==> config.mk <==
export PLATFORM = sky130hd
export DESIGN_NAME = key_debounce_n
export DESIGN_NICKNAME = d
export VERILOG_FILES = /design/src/rtl/key_debounce_n.sv
export SDC_FILE = /design/constraint.sdc
export NUM_CORES = 1
export LEC_CHECK = 0
export CAP_MARGIN = 25
export CORE_UTILIZATION = 44
export CTS_CLUSTER_DIAMETER = 60
export DETAILED_ROUTE_END_ITERATION = 16
export HOLD_SLACK_MARGIN = 0.15
export MAX_ROUTING_LAYER = met4
export SETUP_SLACK_MARGIN = 0.4
export SYNTH_ARGS = -nofsm -noshare
export SYNTH_HDL_FRONTEND = slang
export SYNTH_SLANG_ARGS = --single-unit
==> constraint.sdc <==
create_clock -name clk -period 2.1 [get_ports clk]
set_clock_uncertainty 0.2 [all_clocks]
set_input_delay 0.42 -clock clk [delete_from_list [all_inputs] [get_ports clk]]
set_output_delay 0.42 -clock clk [all_outputs]
set_load 0.01 [all_outputs]
==> src/rtl/key_debounce_n.sv <==
// Multi-channel push-button conditioner: 2-flop synchroniser, shared sample-tick divider and
// per-channel stability filter producing level, press/release pulses, toggle and long-press.
module key_debounce_n #(
  parameter int unsigned N_KEYS         = 3,
  parameter int unsigned TICK_DIV       = 1048576,
  parameter int unsigned STABLE_SAMPLES = 3,
  parameter int unsigned LONG_TICKS     = 50,
  parameter bit          ACTIVE_LOW     = 1'b1
) (
  input  logic              clk,
  input  logic              rst_n,
  input  logic [N_KEYS-1:0] keys_in,
  output logic [N_KEYS-1:0] key_level,
  output logic [N_KEYS-1:0] key_press,
  output logic [N_KEYS-1:0] key_release,
  output logic [N_KEYS-1:0] key_toggle,
  output logic [N_KEYS-1:0] key_long
);

  localparam int unsigned DivW  = $clog2(TICK_DIV);
  localparam int unsigned CntW  = $clog2(STABLE_SAMPLES + 1);
  localparam int unsigned HoldW = $clog2(LONG_TICKS + 1);

  localparam logic [N_KEYS-1:0] IdlePins = ACTIVE_LOW ? '1 : '0;
  localparam logic [DivW-1:0]   DivMax   = DivW'(TICK_DIV - 1);
  localparam logic [CntW-1:0]   CntLast  = CntW'(STABLE_SAMPLES - 1);
  localparam logic [HoldW-1:0]  HoldMax  = HoldW'(LONG_TICKS);
  localparam logic [HoldW-1:0]  HoldLast = HoldW'(LONG_TICKS - 1);

  logic [N_KEYS-1:0] sync1_q, sync2_q;
  logic [N_KEYS-1:0] pressed;
  logic [DivW-1:0]   div_q, div_d;
  logic              tick;

  logic [N_KEYS-1:0]            level_q, level_d;
  logic [N_KEYS-1:0]            press_q, press_d;
  logic [N_KEYS-1:0]            release_q, release_d;
  logic [N_KEYS-1:0]            toggle_q, toggle_d;
  logic [N_KEYS-1:0]            long_q, long_d;
  logic [N_KEYS-1:0][CntW-1:0]  cnt_q, cnt_d;
  logic [N_KEYS-1:0][HoldW-1:0] hold_q, hold_d;

  // Normalise polarity so that 1 always means pressed downstream of the synchroniser.
  assign pressed = sync2_q ^ {N_KEYS{ACTIVE_LOW}};

  assign tick  = (div_q == DivMax);
  assign div_d = tick ? '0 : div_q + 1'b1;

  always_comb begin
    level_d   = level_q;
    press_d   = '0;
    release_d = '0;
    toggle_d  = toggle_q;
    long_d    = '0;
    cnt_d     = cnt_q;
    hold_d    = hold_q;
    for (int i = 0; i < N_KEYS; i++) begin
      if (tick) begin
        if (pressed[i] == level_q[i]) begin
          cnt_d[i] = '0;
        end else if (cnt_q[i] == CntLast) begin
          level_d[i] = pressed[i];
          cnt_d[i]   = '0;
          if (pressed[i]) begin
            press_d[i]  = 1'b1;
            toggle_d[i] = ~toggle_q[i];
          end else begin
            release_d[i] = 1'b1;
          end
        end else begin
          cnt_d[i] = cnt_q[i] + 1'b1;
        end
      end
      // The hold counter sees the pre-accept level, so counting starts on the tick after a press.
      if (!level_q[i]) begin
        hold_d[i] = '0;
      end else if (tick && (hold_q[i] < HoldMax)) begin
        hold_d[i] = hold_q[i] + 1'b1;
        if (hold_q[i] == HoldLast) begin
          long_d[i] = 1'b1;
        end
      end
    end
  end

  always_ff @(posedge clk or negedge rst_n) begin
    if (!rst_n) begin
      sync1_q   <= IdlePins;
      sync2_q   <= IdlePins;
      div_q     <= '0;
      level_q   <= '0;
      press_q   <= '0;
      release_q <= '0;
      toggle_q  <= '0;
      long_q    <= '0;
      cnt_q     <= '0;
      hold_q    <= '0;
    end else begin
      sync1_q   <= keys_in;
      sync2_q   <= sync1_q;
      div_q     <= div_d;
      level_q   <= level_d;
      press_q   <= press_d;
      release_q <= release_d;
      toggle_q  <= toggle_d;
      long_q    <= long_d;
      cnt_q     <= cnt_d;
      hold_q    <= hold_d;
    end
  end

  assign key_level   = level_q;
  assign key_press   = press_q;
  assign key_release = release_q;
  assign key_toggle  = toggle_q;
  assign key_long    = long_q;

endmodule

==> impl_metrics.tcl <==
set metrics [dict create \
    tightest_slew_ns 0.4362 \
    vias 2576 \
    grt_pass1_wl_um 12300 \
    dpl_cell_area_um2 3562 \
    htree_levels 3 \
    synth_nets 309 \
    synth_edf_count 0 \
    drtIter0Drc 128 \
    critPathLaunchType "flip-flop" \
    synth.top_cell.area_share_pct 46.96 \
    grt_pass1_vias 2470 \
    start_util_pct 46.03 \
    nets 385 \
    cp-end-kind "flip-flop" \
    viasPerCell 5.469 \
    ys_async_sr_fraction_pct 100.0 \
    wl_um 7491 \
    fmax_mhz 527.4 \
    post-route-util_pct 67.05 \
    fp.dieArea_um2 7488 \
    vdd_ir_drop_max_uv 445.5 \
    syn_area_per_cell_um2 10.69 \
    hp-class "reg -> reg" \
    postLayoutCellArea_um2 4581 \
    wl_per_cell_um 15.90 \
    worst_hold_slack_ns 0.1565 \
    antenna_found_initial 0 \
    rows 30 \
    drc 0 \
    synthCells 294 \
    crit_type "reg -> reg" \
    drive_gt1_share_pct 40.27 \
    grt_use_total_pct 22.33 \
    yosysTopAreaCell "dfrtp_1" \
    core_um2 6832 \
    rsz0062_at_grt "yes" \
    outcome "complete, no violations" \
    grt_max_degree 66 \
    antenna_left 0 \
    die_y_um 86.54 \
    setup_viol 0 \
    io_buffers 19 \
    cts_buffer_depth 2 \
    arrival_ns 1.97 \
    synth.yosys.seq_area_share_pct 51.97 \
    worstPathRequired_ns 2.17 \
    relSlewSlack_pct 70.65 \
    gp_congestion 0.7720 \
    period_needed_ns 1.896 \
    synthesis.area_um2 3144 \
    die_x_um 86.54 \
    cts-root-buf "clkbuf_8" \
    finalHoldViolCount 0 \
    synth_warnings 0 \
    slew_violations 0 \
    power.density_nw_per_um2 569.3 \
    dr.pass1.iters 5 \
    period_share_pct 90.28 \
    rr_worst_depth 6 \
    cts_buffers 9 \
    total_leakage_power_nw 2.058 \
    setup_tns_ns 0 \
    cts.reportedPaths.clkPinSlew_ns 0.07 \
    overflow 0 \
    hold_path_depth 0 \
    synth_ff_type "dfrtp_1" \
    worstPathMaxFanout 4 \
    ys_types 46 \
    area_delta_synth_final_pct 45.68 \
    diodes 0 \
    clock-sinks 65 \
    ys_ff_latch 65 \
    dp_hpwl_um 4071 \
    worstSkewPairLatency_ns 0.35 \
    synthTopCellsByArea "dfrtp_1 47%, dfstp_2 5.0%, ha_1 4.0%" \
    ios 20 \
    cts_tree "built" \
    drv_cap 0 \
]
-- timing repair --
item / 4_1_cts / 5_1_grt
pin swaps: 28 / 21
hold buffers: 1 / 0
setup endpoints to repair: 66 / 52
endpoints found under the hold margin: 59 / 0
gates cloned: 4 / 0
gates resized for setup: 79 / 42
buffers inserted: 21 / 14
-- worst max-delay path, cell delays in order, from the launching register on --
cell     delay, ns
dfrtp_1       0.36
ha_2          0.18
and4_4        0.27
buf_4         0.13
nand4_4       0.09
or4_1         0.48
a21oi_1       0.13
-- final cells by class --
type / count / area, um^2
fill: 525 / 2251
multi-input combinational: 209 / 1774
sequential: 65 / 1644
timing repair buffer: 75 / 753.2
clock buffer: 11 / 141.4
tap: 96 / 120.1
clock inverter: 5 / 102.6
inverter: 10 / 45.04
-- worst paths after layout --
path | startpoint | endpoint | slack, ns
max in group asynchronous | rst_n | sync2_q[2]$_DFF_PN1_ | 0.95
min | sync1_q[2]$_DFF_PN1_ | sync2_q[2]$_DFF_PN1_ | 0.16
max reg2reg | div_q[1]$_DFF_PN0_ | hold_q[9]$_DFFE_PN0P_ | 0.20
max | div_q[1]$_DFF_PN0_ | hold_q[9]$_DFFE_PN0P_ | 0.20
min reg2reg | sync1_q[2]$_DFF_PN1_ | sync2_q[2]$_DFF_PN1_ | 0.16
min in group asynchronous | rst_n | hold_q[9]$_DFFE_PN0P_ | 0.42
-- registers in the layout, summed over array words and instances (netlist names) --
signal       count
cnt_q            6
div_q           20
hold_q          18
key_level        3
key_long         3
key_press        3
key_release      3
key_toggle       3
sync1_q          3
sync2_q          3
-- Yosys cell counts, types with 2 or more instances --
cell type  count
a31oi_1        5
nand2_1       19
dfrtp_1       59
a21oi_1       11
or4_1          4
and3_2         2
xnor2_1       10
and2_1         2
a311oi_1       2
or3_1          3
nand2b_1       5
nand4_1       11
nand3b_1       2
nor3_1        14
dfstp_2        6
buf_2          2
nor4_1         8
nand3_1       19
o21ai_0       10
mux2i_1        7
buf_6          3
and3_1         5
o311ai_0       3
nor2_1        19
buf_4          3
nand3_2        2
mux2_2         3
and4_1         5
xor2_1         7
nor2b_1        3
ha_1          10
nand4b_1       4
inv_1         10
o31ai_1        4
-- kinds of logic (layout without fill, tap and decap cells) --
family | Yosys count | after routing | share of synthesized area, %
AND/OR/NAND/NOR | 133 | 133 | 24.35
buffers and inverters | 20 | 101 | 3.661
adder cells (fa/ha/maj) | 10 | 10 | 3.979
multiplexers | 10 | 10 | 3.303
XOR/XNOR | 17 | 17 | 4.735
AO/OA/AOI/OAI | 39 | 39 | 7.999
flip-flops | 65 | 65 | 51.97
-- routing by layer --
layer	vias to the layer above	share of wire [%]	GRT usage [%]
met1	1247	47	31.27
met4	0	1.4	8.485
li1	1235	-	-
met3	12	5.9	4.857
met5	-	0	-
met2	82	45	31.75
-- metrics by stage --
step	instances	worst slack (ns)	total power (W)
2_1_floorplan	294	0.2420	0.001296
3_3_place_gp	415	0.1236	0.001334
3_5_place_dp	415	0.07909	0.001334
4_1_cts	457	0.2192	0.002639
5_1_grt	471	0.1453	0.002708
6_report	471	0.2041	0.002608
-- power by group --
group | internal [W] | leakage, nW | switching [W]
clock network | 0.000819 | 0.120 | 0.000477
logic | 0.0000155 | 1.08 | 0.0000304
registers | 0.00126 | 0.861 | 0.00000334
total | 0.00210 | 2.06 | 0.000511
-- layout by cell type (no fill, tap or decap), drive strengths merged, types with 7 or more instances in the layout --
cell	n
xor2	7
nand3	21
mux2i	7
o21ai	10
dfrtp	59
nand2	20
nor4	8
buf	57
clkbuf	11
xnor2	10
nor2	19
dlygate4sd2	14
and3	7
a21oi	11
inv	8
nor3	14
ha	10
nand4	13
No activity file was read; power rests on OpenSTA's default activity.
